File: src/rtl/load_store_unit.sv
`timescale 1ns/1ps
`default_nettype none
// ============================================================================
//  Module   : load_store_unit
//  Purpose  : Byte / halfword / word load-store engine placed between the
//             pipeline MEM stage and a word-only data_memory (combinational
//             read, write on clock edge). Sub-word stores are performed as a
//             read-merge-write; loads are sign- or zero-extended; misaligned
//             or illegal requests get an error response and never write.
//  Ports    : clk, rst            - clock, synchronous active-high reset
//             req_*               - valid/ready request channel
//             resp_*              - one-cycle response pulse, data and error
//             mem_we/mem_a/mem_wd - write enable, address, write data to RAM
//             mem_rd              - combinational read data from RAM
//  Revision : 1.0 - initial release
// ============================================================================
module load_store_unit (
    input  logic        clk,
    input  logic        rst,
    input  logic        req_valid,
    output logic        req_ready,
    input  logic        req_we,
    input  logic [1:0]  req_size,
    input  logic        req_unsigned,
    input  logic [31:0] req_addr,
    input  logic [31:0] req_wdata,
    output logic        resp_valid,
    output logic [31:0] resp_rdata,
    output logic        resp_err,
    output logic        mem_we,
    output logic [31:0] mem_a,
    output logic [31:0] mem_wd,
    input  logic [31:0] mem_rd
);

    localparam logic [2:0] c_IDLE  = 3'd0;
    localparam logic [2:0] c_LOAD  = 3'd1;
    localparam logic [2:0] c_READ  = 3'd2;
    localparam logic [2:0] c_WRITE = 3'd3;
    localparam logic [2:0] c_RESP  = 3'd4;

    localparam logic [1:0] c_SZ_BYTE = 2'b00;
    localparam logic [1:0] c_SZ_HALF = 2'b01;
    localparam logic [1:0] c_SZ_WORD = 2'b10;
    localparam logic [1:0] c_SZ_ILL  = 2'b11;

    logic [2:0]  r_state;
    logic [31:0] r_addr;
    logic [1:0]  r_size;
    logic        r_unsigned;
    logic [15:0] r_wdata;      // only the low half is ever merged into memory
    logic [31:0] r_wd;         // merged word or full store word; drives mem_wd
    logic [31:0] r_resp_rdata;
    logic        r_resp_err;

    logic        w_accept;
    logic        w_misaligned;
    logic [7:0]  w_byte;
    logic [15:0] w_half;
    logic [31:0] w_load_data;
    logic [31:0] w_merge;

    assign req_ready  = (r_state == c_IDLE) && !rst;
    assign w_accept   = req_valid && req_ready;
    assign resp_valid = (r_state == c_RESP);
    assign resp_rdata = r_resp_rdata;
    assign resp_err   = r_resp_err;
    assign mem_a      = r_addr;
    assign mem_wd     = r_wd;
    // Combinational gating with rst guarantees an interrupted store never lands.
    assign mem_we     = (r_state == c_WRITE) && !rst;

    assign w_misaligned = (req_size == c_SZ_ILL) ||
                          ((req_size == c_SZ_HALF) && req_addr[0]) ||
                          ((req_size == c_SZ_WORD) && (req_addr[1:0] != 2'b00));

    // Lane extraction / extension for loads and lane replacement for
    // sub-word stores, both driven from the latched request.
    always_comb begin
        w_byte = 8'h00;
        case (r_addr[1:0])
            2'd0:    w_byte = mem_rd[7:0];
            2'd1:    w_byte = mem_rd[15:8];
            2'd2:    w_byte = mem_rd[23:16];
            default: w_byte = mem_rd[31:24];
        endcase
        w_half = r_addr[1] ? mem_rd[31:16] : mem_rd[15:0];

        case (r_size)
            c_SZ_BYTE: w_load_data = r_unsigned ? {24'h0, w_byte}
                                                : {{24{w_byte[7]}}, w_byte};
            c_SZ_HALF: w_load_data = r_unsigned ? {16'h0, w_half}
                                                : {{16{w_half[15]}}, w_half};
            default:   w_load_data = mem_rd;
        endcase

        w_merge = mem_rd;
        if (r_size == c_SZ_BYTE) begin
            case (r_addr[1:0])
                2'd0:    w_merge[7:0]   = r_wdata[7:0];
                2'd1:    w_merge[15:8]  = r_wdata[7:0];
                2'd2:    w_merge[23:16] = r_wdata[7:0];
                default: w_merge[31:24] = r_wdata[7:0];
            endcase
        end else if (r_addr[1]) begin
            w_merge[31:16] = r_wdata;
        end else begin
            w_merge[15:0]  = r_wdata;
        end
    end

    // Response registers are only written on the way into RESP so they hold
    // their value between responses.
    always_ff @(posedge clk) begin
        if (rst) begin
            r_state      <= c_IDLE;
            r_addr       <= 32'h0;
            r_size       <= 2'b00;
            r_unsigned   <= 1'b0;
            r_wdata      <= 16'h0;
            r_wd         <= 32'h0;
            r_resp_rdata <= 32'h0;
            r_resp_err   <= 1'b0;
        end else begin
            case (r_state)
                c_IDLE: begin
                    if (w_accept) begin
                        r_addr     <= req_addr;
                        r_size     <= req_size;
                        r_unsigned <= req_unsigned;
                        r_wdata    <= req_wdata[15:0];
                        if (w_misaligned) begin
                            r_resp_err   <= 1'b1;
                            r_resp_rdata <= 32'h0;
                            r_state      <= c_RESP;
                        end else if (!req_we) begin
                            r_state <= c_LOAD;
                        end else if (req_size == c_SZ_WORD) begin
                            r_wd    <= req_wdata;
                            r_state <= c_WRITE;
                        end else begin
                            r_state <= c_READ;
                        end
                    end
                end
                c_LOAD: begin
                    r_resp_rdata <= w_load_data;
                    r_resp_err   <= 1'b0;
                    r_state      <= c_RESP;
                end
                c_READ: begin
                    r_wd    <= w_merge;
                    r_state <= c_WRITE;
                end
                c_WRITE: begin
                    r_resp_rdata <= 32'h0;
                    r_resp_err   <= 1'b0;
                    r_state      <= c_RESP;
                end
                c_RESP: begin
                    r_state <= c_IDLE;
                end
                default: begin
                    r_state <= c_IDLE;
                end
            endcase
        end
    end

endmodule
`default_nettype wire

File: config.mk
export PLATFORM = sky130hd
export DESIGN_NAME = load_store_unit
export DESIGN_NICKNAME = d
export VERILOG_FILES = /design/src/rtl/load_store_unit.sv
export SDC_FILE = /design/constraint.sdc
export NUM_CORES = 1
export LEC_CHECK = 0
export BUFFER_PORTS_ARGS = -buffer_cell sky130_fd_sc_hd__buf_2
export CAP_MARGIN = 20
export CORE_AREA = 2 2 93 140
export CTS_CLUSTER_DIAMETER = 40
export DETAILED_ROUTE_END_ITERATION = 7
export DIE_AREA = 0 0 95 142
export GPL_TIMING_DRIVEN = 1
export PLACE_DENSITY_LB_ADDON = 0.25
export SLEW_MARGIN = 20
export SYNTH_ARGS = -nofsm -noshare
export SYNTH_HDL_FRONTEND = slang
export SYNTH_SLANG_ARGS = --single-unit
File: constraint.sdc
create_clock -name clk -period 1.86 [get_ports clk]
set_input_delay 0.372 -clock clk [delete_from_list [all_inputs] [get_ports clk]]
set_output_delay 0.372 -clock clk [all_outputs]
set_load 0.05 [all_outputs]
Yosys cells after proc, flatten, opt, wreduce, memory -nomap -nowiden
Index checks and enable logic that the tools add are counted.
{"block": "word_totals", "regBits": 119, "inputBits": 103, "out_inout_bits": 100, "elab_cells": 72}
{"block": "classes", "eq_ne": 15, "mux": 28, "reduce_logical": 21}
{"operator": "two-way mux 32 bit", "n": 9}
{"operator": "case mux 32 bit (2 select lines)", "n": 2}
{"operator": "case mux 32 bit (3 select lines)", "n": 1}
{"operator": "two-way mux 16 bit", "n": 3}
{"operator": "two-way mux 8 bit", "n": 4}
{"operator": "case mux 8 bit (3 select lines)", "n": 1}
{"operator": "case mux 3 bit (3 select lines)", "n": 1}
{"operator": "!= test 2 bit (second input constant)", "n": 4}
{"operator": "equality test 2 x 1 -> 1 bit (second input constant)", "n": 3}
{"operator": "equality test 2 bit (second input constant)", "n": 3}
{"operator": "equality test 3 x 2 -> 1 bit (second input constant)", "n": 2}
{"operator": "two-way mux 3 bit", "n": 2}
{"operator": "AND reduction 3 bit", "n": 2}
{"operator": "nonzero test 2 bit", "n": 3}
{"operator": "logical AND 1 bit", "n": 5}
{"operator": "AND reduction 5 bit", "n": 1}
{"operator": "logical NOT 2 bit", "n": 2}
{"operator": "equality test 3 x 1 -> 1 bit (second input constant)", "n": 1}
{"operator": "equality test 3 bit (second input constant)", "n": 1}
{"operator": "logical NOT 3 bit", "n": 1}
{"operator": "two-way mux 1 bit", "n": 3}
{"operator": "nonzero test 3 bit", "n": 1}
{"operator": "OR reduction 3 bit", "n": 1}
{"operator": "logical OR 1 bit", "n": 2}
{"operator": "other kinds (6)", "n": 6}

Longest topological paths before layout
Gate-level depths: netlist of run 1.
{"block": "logic_depth", "word_depth": 7, "mapped_depth": 7, "depth_no_buf": 4}

Least setup slack after synthesis of run 1
No wires, ideal clock.
{"block": "synth_timing", "kind": "register -> register", "startpoint": "register r_addr[0], in the netlist mem_a[0]", "endpoint": "register r_wd[18], in the netlist mem_wd[18]", "setup_time_ns": 0.117, "arrival_time_ns": 1.979, "required_ns": 1.743, "slack_ns": -0.236, "stages_incl_launch_ff": 6, "n_path_buf": 1, "period_less_slack_ns": 2.096, "cell_sequence": "dfxtp_1 or3b_1 clkbuf_1 and3_1 a211o_1 a32o_1"}
{"block": "synth_via", "elab_chain_cells": 4}
{"item": "from (decl)", "line": "48", "rtl": "logic [31:0] r_addr;"}
{"item": "from (signal assigned)", "line": "128", "rtl": "r_addr <= req_addr;"}
{"item": "equality test 2 bit", "line": "99", "rtl": "case (r_addr[1:0])"}
{"item": "two-way mux 8 bit", "line": "99"}
{"item": "two-way mux 32 bit", "line": "98", "rtl": "if (r_size == c_SZ_BYTE) begin"}
{"item": "case mux 32 bit (2 select lines)", "line": "125", "rtl": "case (r_state)"}
{"item": "to (signal assigned)", "line": "139", "rtl": "r_wd <= req_wdata;"}
{"item": "to (signal assigned)", "line": "152", "rtl": "r_wd <= w_merge;"}
{"item": "to (decl)", "line": "52", "rtl": "logic [31:0] r_wd;"}
No other way between the ends.
A chain may end at the register's enable or synchronous reset.

Worst setup path in the final report of run 1
{"block": "layout_timing", "startpoint": "register r_state[2]", "endpoint": "output port req_ready"}
{"block": "layout_via", "elab_chain_cells": 2}
{"item": "from (decl)", "line": "47", "rtl": "logic [2:0] r_state;"}
{"item": "from (signal assigned)", "line": "116", "rtl": "r_state <= c_IDLE;"}
{"item": "from (signal assigned)", "line": "135", "rtl": "r_state <= c_RESP;"}
{"item": "from (signal assigned)", "line": "137", "rtl": "r_state <= c_LOAD;"}
{"item": "logical NOT 3 bit", "line": "63", "rtl": "assign req_ready = (r_state == c_IDLE) && !rst;"}
{"item": "logical AND 1 bit", "line": "63"}
{"item": "to (decl)", "line": "21", "rtl": "output logic req_ready,"}
No other way between the ends.

==> results of run 1 <==
-- cell usage after synthesis (3+ instances only) --
cell       count  share of area (%)
a21oi_1        4               0.37
a21boi_0       7               0.96
o211ai_1      10                1.4
a22oi_1        4               0.55
o22ai_1       10                1.1
a2bb2oi_1      3               0.48
dfxtp_1      119                 44
nand2_1      123                8.5
a22o_1         8                1.3
nor2_1        71                4.9
o221ai_1       5               0.80
inv_1          8               0.55
a32o_1        54                9.9
clkbuf_1      41                2.8
mux2i_1       10                1.8
buf_1          8               0.55
and3_1         9                1.0
a221o_1        8                1.5
nor3_1         6               0.55
o31ai_1        7               0.96
o21a_1         4               0.55
a31oi_1        4               0.46
nand2b_1      20                2.3
buf_6          3               0.62
o21ai_0       56                5.1
buf_2          6               0.55
a211o_1       15                2.4
-- layout make-up --
cell class,instances,share of cell area [%]
multi-input cells,461,38.0
clock buffers,22,6.21
flip-flops and latches,119,32.0
inverters,11,0.552
well taps,156,2.61
repair buffers,241,18.7
clock inverters,9,1.99
-- state kept, by name, summed over array words and instances (netlist names) --
register,count
mem_a,32
mem_wd,32
r_size,2
r_state,3
r_unsigned,1
r_wdata,16
resp_err,1
resp_rdata,32
-- metrics by stage --
step / hold WS [ns] / power [mW] / cell area (um^2) / TNS (ns)
3_3_place_gp: 0.437 / 4.42 / 6810 / -0.750
6_report: 0.158 / 7.85 / 7480 / 0
3_5_place_dp: 0.448 / 4.46 / 6810 / -2.39
5_1_grt: 0.152 / 8.14 / 7480 / -0.0398
4_1_cts: 0.141 / 7.88 / 7450 / -0.0114
2_1_floorplan: 0.432 / 3.90 / 5470 / 0
-- power breakdown --
part	switching [mW]	total, mW	internal [mW]
sequential	0.114	2.83	2.72
clock	1.11	3.40	2.30
combinational	1.10	1.61	0.514
total	2.32	7.85	5.53
-- critical path, delay by kind of cell (launching register included) --
family / cells / cell delay, ns
buffers and inverters: 2 / 0.28
flip-flops: 1 / 0.31
AND/OR/NAND/NOR: 2 / 0.48
-- routing by layer --
layer  wire length (um)  part of all wire [%]  track usage, %  up-vias
met5                  0                     0               0        -
met4                860                   4.6            14.0        0
met3               1390                   7.4            7.26       47
met2               9500                    51            49.5      276
met1               6920                    37            29.1     2747
li1                   -                     -               -     2764
-- path summary, 6_finish.rpt --
check	startpoint	end	slack (ns)	depth (start not counted)
worst min-delay path	req_addr[29]	mem_a[29]$_SDFFE_PP0P_	0.16	3
worst max-delay path	r_state[2]$_SDFFE_PP0P_	req_ready	0.008	4
worst min register to register	mem_a[19]$_SDFFE_PP0P_	mem_a[19]$_SDFFE_PP0P_	0.45	2
worst max register to register	r_state[2]$_SDFFE_PP0P_	mem_wd[6]$_SDFFE_PP0P_	0.04	4
-- cells by family after synthesis --
family | count (synthesis)
simple gates | 240
compound gates | 208
flops | 119
buf+inv | 69
mux | 13
-- what timing repair did --
| item | 4_1_cts | 5_1_grt |
|---|---|---|
| setup buffers | 0 | 1 |
| endpoints found under the hold margin | 0 | 0 |
| gates cloned | 0 | 0 |
| gates resized for setup | 7 | 6 |
| endpoints found under the setup margin | 18 | 6 |
==> reports/qor.yml, run 1 <==
detail_route.iter0.violations: 393
areaGrowthSynthToFinish_pct: 37.1
cts_tree: "done"
grt_max_degree: 61
timing.critical_path.slowest_cell_delay_ns: 0.39
dp.cells: 987
timing.final.hold_violations: 0
tightest_slew_ns: 0.694
row_count: 50
synth-compound-area-share_pct: 29.4
status: "finished clean"
max_freq_mhz: 540
timing_max_transition_violations_final: 0
grt_setup_unrepaired: "true"
post_route_cells_drive_above_1_share_pct: 33.8
worst_setup_path_start_kind: "flop"
floorplan.initialDensity_pct: 44.3
io_pins: 203
asyncSetResetFlopFracSynth_pct: 0
mappedNetlistNets: 752
final.min_clock_period_ns: 1.85
ctsHtreeMaxLevel: 4
dp_hpwl_mm: 14.1
synth_xor_area_share_pct: 0
place.gp.congestion: 0.906
fp.dieArea_um2: 13500
multi_input_comb_area_um2: 2840
drc: 0
synth_top_flop_cell: "dfxtp_1"
antenna_cells_inserted: 0
max-cap-violations: 0
ys_ff_latch: 119
gr-usage-all-layers_pct: 27.6
layoutNonFillerInstCount: 1019
fin_worst_skew_ns: 0.00580
synth_area_per_cell_um2: 8.41
num-fill-cells: 1118
core-area_um2: 12300
antenna_left: 0
number_of_enable_type_register_cells_in_the_synthesized_netlist: 0
drt-total-wl_mm: 18.7
hp-class: "in -> reg"
synth_simple_gate_area_share_pct: 19.0
number_of_antenna_violations_at_the_first_check_in_global_routing: 0
most-common-layout-cells: "200 x buf_2, 123 x nand2_1, 117 x dfxtp_1, 68 x nor2_1, 56 x o21ai_0"
max_slew_margin_pct: 53.7
mostFrequentLayoutCell: "buf_2"
peakVddDrop_v: 0.000677
main_combinational_cell_family_by_area_after_synthesis: "compound AO/OA/AOI/OAI gates"
die_w_um: 95
wire_per_inst_um: 18.3
worst_slack_ns: 0.00791
synth_area_um2: 5460
detailedPlace.worstSlack_ns: -0.0901
clock_tree.buffer_depth: 2
numPortBuffers: 202
cp.required_ns: 1.49
clk_transition_reported_paths_ns: 0.05
power.leakage_nw: 3.34
clk_latency_ns: 0.41
nets: 954
synth-adder-area-share_pct: 0
final_core_util_pct: 60.7
dr_vias_cell: 5.73
hold_buffers: 0
grt_overflow: 0
ff_latch_area_um2: 2390
setup_viol: 0
period_share_pct: 99.6
numCtsBuffers: 17
post_synth_num_cell_types: 49
critical_path.endpoint_type: "primary output"
dr_total_vias: 5834
dr.pass1.iters: 5
timing.critical_path.fanout_max: 3
power_density_nw_per_um2: 1050
clkSinkCount: 119
grt_pass1_vias: 5730
yosysWarnings: 0
sequential_fraction_of_the_synthesis_area_pct: 43.7
grt_first_pass_wirelength_mm: 28.7
timing.critical_path.cells: "or3_4 > buf_6 > nor2_4 > buf_8"
slowest_stage_cell_cp: "or3_4"
critical_path_arrival_ns: 1.48
chipHeight_um: 142
netlist_instances: 649
root_buffer_master: "clkbuf_16"
criticalPathCategory: "reg -> out"
yosys-mux-area-fraction_pct: 2.66
Note: power is estimated with default switching activity, not from simulation.
==> run 2: changes to the inputs <==
--- a/config.mk
+++ b/config.mk
@@ -7,10 +7,10 @@
 export LEC_CHECK = 0
 export BUFFER_PORTS_ARGS = -buffer_cell sky130_fd_sc_hd__buf_2
 export CAP_MARGIN = 20
-export CORE_AREA = 2 2 93 140
+export CORE_AREA = 2 2 124 186
 export CTS_CLUSTER_DIAMETER = 40
 export DETAILED_ROUTE_END_ITERATION = 7
-export DIE_AREA = 0 0 95 142
+export DIE_AREA = 0 0 126 188
 export GPL_TIMING_DRIVEN = 1
 export PLACE_DENSITY_LB_ADDON = 0.25
 export SLEW_MARGIN = 20
==> run 2 against run 1 <==
Net effect:
- the flow now finishes with violations (negative setup slack)
- global-route usage fell by 10 points
- hold slack got worse by 0.011 ns
- clock skew grew 0.0046 ns
- critical path type unchanged
- critical endpoint unchanged
- largest power group unchanged
==> reports/qor.yml, run 2 (same netlist as run 1, synthesis figures left out) <==
detail_route.iter0.violations: 368  # was 393
power.leakage_nw: 3.37  # was 3.34 nW
cts_tree: "done"  # unchanged
gr-usage-all-layers_pct: 17.3  # was 27.6%
wire_per_inst_um: 18.7  # was 18.3 um
timing.critical_path.max_delay_family: "simple AND/OR/NAND/NOR gates"  # unchanged
numPortBuffers: 202  # unchanged
grt_max_degree: 53  # was 61
layoutNonFillerInstCount: 1145  # was 1,019
hp-class: "in -> reg"  # unchanged
criticalPathCategory: "reg -> out"  # unchanged
io_pins: 203  # unchanged
peakVddDrop_v: 0.000616  # was 0.000677 V
place.gp.congestion: 0.882  # was 0.906
dp.cells: 1107  # was 987
power_density_nw_per_um2: 1000  # was 1050 nW/um^2
final_cell_area_um2: 7690  # was 7480 um^2
drc: 0  # unchanged
dp_hpwl_mm: 15.9  # was 14.1 mm
floorplan.initialDensity_pct: 24.6  # was 44.3%
nets: 958  # was 954
dpl-instance-area_um2: 6980  # was 6810 um^2
cp_buf_inv_count: 2  # unchanged
numCtsBuffers: 17  # unchanged
clk_latency_ns: 0.42  # was 0.41 ns
grt_pass1_vias: 5507  # was 5,730
die_w_um: 126  # was 95 um
grt_setup_unrepaired: "true"  # unchanged
most-common-layout-cells: "199 x buf_2, 123 x nand2_1, 114 x dfxtp_1, 69 x nor2_1, 56 x o21ai_0"  # was 200 x buf_2, 123 x nand2_1, 117 x dfxtp_1, 68 x nor2_1, 56 x o21ai_0
grt_overflow: 0  # unchanged
tightest_slew_ns: 0.698  # was 0.694 ns
slowest_stage_cell_cp: "or3_4"  # unchanged
worst_setup_path_start_kind: "flop"  # unchanged
root_buffer_master: "clkbuf_16"  # unchanged
fin_hold_ws_ns: 0.146  # was 0.158 ns
ctsHtreeMaxLevel: 4  # unchanged
dr_vias_cell: 5.02  # was 5.73
timing.final.hold_violations: 0  # unchanged
fp.dieArea_um2: 23700  # was 13,500 um^2
num-fill-cells: 2350  # was 1,118
grt_first_pass_wirelength_mm: 31.5  # was 28.7 mm
core-area_um2: 22100  # was 12,300 um^2
critical_path_arrival_ns: 1.49  # was 1.48 ns
cp.required_ns: 1.49  # about the same
number_of_antenna_violations_at_the_first_check_in_global_routing: 2  # was 0
areaGrowthSynthToFinish_pct: 40.9  # was 37.1%
clock_tree.buffer_depth: 2  # unchanged
fin_worst_skew_ns: 0.0104  # was 0.00580 ns
post_route_cells_drive_above_1_share_pct: 34.4  # was 33.8%
chipHeight_um: 188  # was 142 um
failed_checks: "negative setup slack"
max_slew_margin_pct: 53.3  # was 53.7%
critical_path.endpoint_type: "primary output"  # unchanged
dr.pass1.iters: 7  # was 5
max-cap-violations: 0  # unchanged
period_share_pct: 100  # was 99.6%
setup_viol: 1  # was 0
timing.critical_path.fanout_max: 2  # was 3
setup-tns-final_ns: -0.00149  # was 0 ns
mostFrequentLayoutCell: "buf_2"  # unchanged
timing.critical_path.slowest_cell_delay_ns: 0.39  # about the same
timing.critical_path.cells: "or3_4 > buf_6 > nor2_4 > buf_8"  # unchanged
status: "complete, but fails checks"  # was finished clean
worst_slack_ns: -0.00149  # was 0.00791 ns
hold_buffers: 0  # unchanged
antenna_left: 0  # unchanged
timing_max_transition_violations_final: 0  # unchanged
clk_transition_reported_paths_ns: 0.05  # about the same
final.min_clock_period_ns: 1.86  # was 1.85 ns
clkSinkCount: 119  # unchanged
max_freq_mhz: 537  # was 540 MHz
row_count: 67  # was 50
detailedPlace.worstSlack_ns: -0.0729  # was -0.0901 ns
drt-total-wl_mm: 21.5  # was 18.7 mm
dr_total_vias: 5749  # was 5,834
[run 2: cell types whose count changed in the layout (fill, tap and decap cells not counted), moves of 2 or more]
| cell | change |
|---|---|
| dfxtp_2 | +2 |
| bufinv_16 | -3 |
| clkbuf_16 | +2 |
| clkbuf_1 | -2 |
| clkbuf_8 | +4 |
| clkinvlp_4 | +2 |
| dfxtp_1 | -3 |
[run 2: metal layers]
layer | wire (um) | vias up | global-route usage (%)
met5 | 21 | - | 0
met4 | 627 | 4 | 7.40
met3 | 1340 | 33 | 4.14
met2 | 11200 | 229 | 31.4
met1 | 8260 | 2710 | 19.1
li1 | - | 2773 | -
[run 2: repair_timing]
item | 4_1_cts | 5_1_grt
cloned | 0 | 3
gates resized for setup | 10 | 6
setup endpoints to repair | 3 | 17
buffers inserted | 3 | 0
pin swaps | 1 | 3
[run 2: report_power, final]
part	internal, mW	leakage, nW	switching (mW)
Sequential	2.72	0.974	0.124
Clock	2.04	0.288	1.19
Combinational	0.531	2.11	1.11
Total	5.28	3.37	2.42
[run 2: worst min-delay path, cell delays in order]
cell and delay, ns:
buf_2 0.07, nand2_1 0.03, o21ai_0 0.05
[run 2: cell type report]
| class | count | area [um^2] | share of cell area [%] |
|---|---|---|---|
| Multi-Input combinational cell | 462 | 2850 | 37.1 |
| Sequential cell | 119 | 2400 | 31.2 |
| Timing Repair Buffer | 244 | 1470 | 19.1 |
| Clock buffer | 24 | 512 | 6.66 |
| Tap cell | 276 | 345 | 4.49 |
| Clock inverter | 8 | 70.1 | 0.911 |
| Inverter | 11 | 41.3 | 0.537 |
| Antenna cell | 1 | 2.50 | 0.0326 |
[run 2: final timing paths]
path	from	endpoint	slack (ns)	depth (start not counted)
max reg2reg	r_state[2]$_SDFFE_PP0P_	mem_wd[22]$_SDFFE_PP0P_	0.06	5
min	req_addr[9]	mem_a[9]$_SDFFE_PP0P_	0.15	3
min reg2reg	mem_a[5]$_SDFFE_PP0P_	mem_a[5]$_SDFFE_PP0P_	0.45	2
max	r_state[2]$_SDFFE_PP0P_	req_ready	-0.001	4
[run 2: stage by stage]
| stage | utilization [%] | power, mW |
|---|---|---|
| 3_3_place_gp | 31.5 | 4.48 |
| 2_1_floorplan | - | 3.90 |
| 3_5_place_dp | 31.5 | 4.49 |
| 5_1_grt | 34.7 | 8.04 |
| 6_report | 34.7 | 7.71 |
| 4_1_cts | 34.4 | 7.76 |
==> run 3: changes to the inputs <==
--- a/config.mk
+++ b/config.mk
@@ -13,6 +13,7 @@
 export DIE_AREA = 0 0 126 188
 export GPL_TIMING_DRIVEN = 1
 export PLACE_DENSITY_LB_ADDON = 0.25
+export SETUP_SLACK_MARGIN = 0.2
 export SLEW_MARGIN = 20
 export SYNTH_ARGS = -nofsm -noshare
 export SYNTH_HDL_FRONTEND = slang
==> run 3 against run 2 <==
Net effect:
- the flow now finishes without violations
- clock skew down 0.00094 ns
- non-clock buffer count up 12
- via count up 0.92%
- core utilization up 1.6 points
- setup slack better by 0.032 ns
- sequential power about the same
- combinational power up 6%
- hold slack worse by 0.0066 ns
- critical path depth unchanged
- cell count up 1.0%
- fmax up 1.7%
- wire length up 1.2%
- largest power group unchanged
==> reports/qor.yml, run 3 (same netlist as run 1, synthesis figures left out) <==
clkPwrFrac_pct: 46.2  # was 41.9%
timing.critical_path.slowest_cell_delay_ns: 0.37  # was 0.39 ns
dr_vias_cell: 5.01  # was 5.02
gr-usage-all-layers_pct: 17.5  # was 17.3%
crit_path_frequent_cell: "buf_6"
final_core_util_pct: 36.4  # was 34.7%
numCtsBuffers: 17  # unchanged
clk_latency_ns: 0.42  # about the same
slowest_stage_cell_cp: "or3_4"  # unchanged
most-common-layout-cells: "197 x buf_2, 123 x nand2_1, 115 x dfxtp_1, 68 x nor2_1, 55 x o21ai_0"  # was 199 x buf_2, 123 x nand2_1, 114 x dfxtp_1, 69 x nor2_1, 56 x o21ai_0
clk_transition_reported_paths_ns: 0.06  # was 0.05 ns
sequentialPowerShare_pct: 33.3  # was 36.8%
detailedPlace.worstSlack_ns: -0.125  # was -0.0729 ns
total_power_mw: 8.49  # was 7.71 mW
swShare_pct: 29.5  # was 31.4%
number_of_antenna_violations_at_the_first_check_in_global_routing: 4  # was 2
num-fill-cells: 2356  # was 2,350
timing.rr.start: "r_state[0]$_SDFFE_PP0P_"  # was r_state[2]$_SDFFE_PP0P_
place.gp.congestion: 0.871  # was 0.882
root_buffer_master: "clkbuf_16"  # unchanged
critical_path_arrival_ns: 1.46  # was 1.49 ns
internal-power_mw: 5.99  # was 5.28 mW
criticalPathCategory: "reg -> out"  # unchanged
timing.critical_path.cells: "or3_4 > buf_6 > nor2_4 > buf_6"  # was or3_4 > buf_6 > nor2_4 > buf_8
core-area_um2: 22100  # unchanged
floorplan.initialDensity_pct: 24.6  # unchanged
timing_max_transition_violations_final: 0  # unchanged
netSwitchingPower_mw: 2.51  # was 2.42 mW
areaGrowthSynthToFinish_pct: 47.6  # was 40.9%
wire_per_inst_um: 18.8  # was 18.7 um
max_freq_mhz: 547  # was 537 MHz
worst_slack_ns: 0.0302  # was -0.00149 ns
drt-total-wl_mm: 21.7  # was 21.5 mm
cp.required_ns: 1.49  # about the same
fin_worst_skew_ns: 0.00949  # was 0.0104 ns
final.min_clock_period_ns: 1.83  # was 1.86 ns
row_count: 67  # unchanged
clock_tree.buffer_depth: 2  # unchanged
grt_setup_unrepaired: "true"  # unchanged
grt_first_pass_wirelength_mm: 31.5  # about the same
tightest_slew_ns: 0.718  # was 0.698 ns
ctsHtreeMaxLevel: 4  # unchanged
fp.dieArea_um2: 23700  # unchanged
timing.final.hold_violations: 0  # unchanged
dp_hpwl_mm: 16.0  # was 15.9 mm
period_share_pct: 98.4  # was 100%
cts_tree: "done"  # unchanged
dr.pass1.iters: 5  # was 7
io_pins: 203  # unchanged
logic_pwr_share_pct: 20.5  # was 21.2%
power.leakage_nw: 3.52  # was 3.37 nW
max-cap-violations: 0  # unchanged
power_density_nw_per_um2: 1060  # was 1000 nW/um^2
max_slew_margin_pct: 51.9  # was 53.3%
dpl-instance-area_um2: 6980  # about the same
worst_setup_path_start_kind: "flop"  # unchanged
layoutNonFillerInstCount: 1157  # was 1,145
setup_viol: 0  # was 1
min_from: "req_addr[27]"  # was req_addr[9]
timing.critical_path.max_delay_family: "simple AND/OR/NAND/NOR gates"  # unchanged
dp.cells: 1110  # was 1,107
antenna_left: 0  # unchanged
grt_overflow: 0  # unchanged
hp-class: "in -> reg"  # unchanged
grt_max_degree: 49  # was 53
timing.critical_path.fanout_max: 2  # unchanged
nets: 970  # was 958
die_w_um: 126  # unchanged
critical_path.endpoint_type: "primary output"  # unchanged
numPortBuffers: 202  # unchanged
peakVddDrop_v: 0.000663  # was 0.000616 V
setup-tns-final_ns: 0  # was -0.00149 ns
detail_route.iter0.violations: 408  # was 368
final_cell_area_um2: 8050  # was 7690 um^2
mostFrequentLayoutCell: "buf_2"  # unchanged
clkSinkCount: 119  # unchanged
drc: 0  # unchanged
post_route_cells_drive_above_1_share_pct: 36.0  # was 34.4%
dr_total_vias: 5802  # was 5,749
status: "finished clean"  # was complete, but fails checks
chipHeight_um: 188  # unchanged
startpoint_of_the_worst_setup_timing_path: "r_state[0]$_SDFFE_PP0P_"  # was r_state[2]$_SDFFE_PP0P_
grt_pass1_vias: 5471  # was 5,507
cp_buf_inv_count: 2  # unchanged
fin_hold_ws_ns: 0.140  # was 0.146 ns
run 3: layout make-up:
cell class	instances	area, um^2	share of cell area, %
flip-flops and latches	119	2390	29.7
inverters	11	50.0	0.622
clock inverters	14	251	3.12
repair buffers	256	1680	20.9
clock buffers	18	439	5.46
multi-input cells	462	2880	35.8
well taps	276	345	4.29
diodes	1	2.50	0.0311
run 3: final timing paths:
path | end | slack [ns] | depth (start not counted)
setup / recovery | req_ready | 0.03 | 4
hold / removal | mem_a[27]$_SDFFE_PP0P_ | 0.14 | 3
setup reg to reg | mem_wd[4]$_SDFFE_PP0P_ | 0.07 | 6
hold reg to reg | mem_a[27]$_SDFFE_PP0P_ | 0.45 | 2
run 3: repair_timing:
action / CTS / global route
gates cloned: 1 / 4
setup buffers: 1 / 8
resized for setup: 33 / 19
setup endpoints to repair: 61 / 106
pin swaps: 1 / 4
hold buffers: 0 / 0
run 3: worst reg2reg max path, delay by kind of cell, from the launching register on:
family                 cells  cell delay (ns)
and+or+nand+nor            2             0.75
buffers and inverters      2             0.34
DFF                        1             0.30
AOI/OAI and AO/OA          2             0.35
run 3: layer usage:
layer / track usage [%] / part of all wire, % / wire length [um] / up-vias
met4: 9.13 / 4.1 / 898 / 6
met3: 4.59 / 6.2 / 1340 / 50
met2: 30.5 / 51 / 11100 / 220
met5: 0 / 0.15 / 33 / -
li1: - / - / - / 2807
met1: 19.2 / 38 / 8320 / 2719
run 3: power by group through the flow:
stage / Sequential [mW] / Clock (mW) / Combinational [mW]
final: 2.83 / 3.92 / 1.74
after global routing: 2.85 / 4.09 / 1.87
after CTS: 2.83 / 3.99 / 1.65
after detailed placement: 2.88 / 0 / 1.61
after global placement: 2.88 / 0 / 1.59
after floorplan: 3.27 / 0 / 0.647
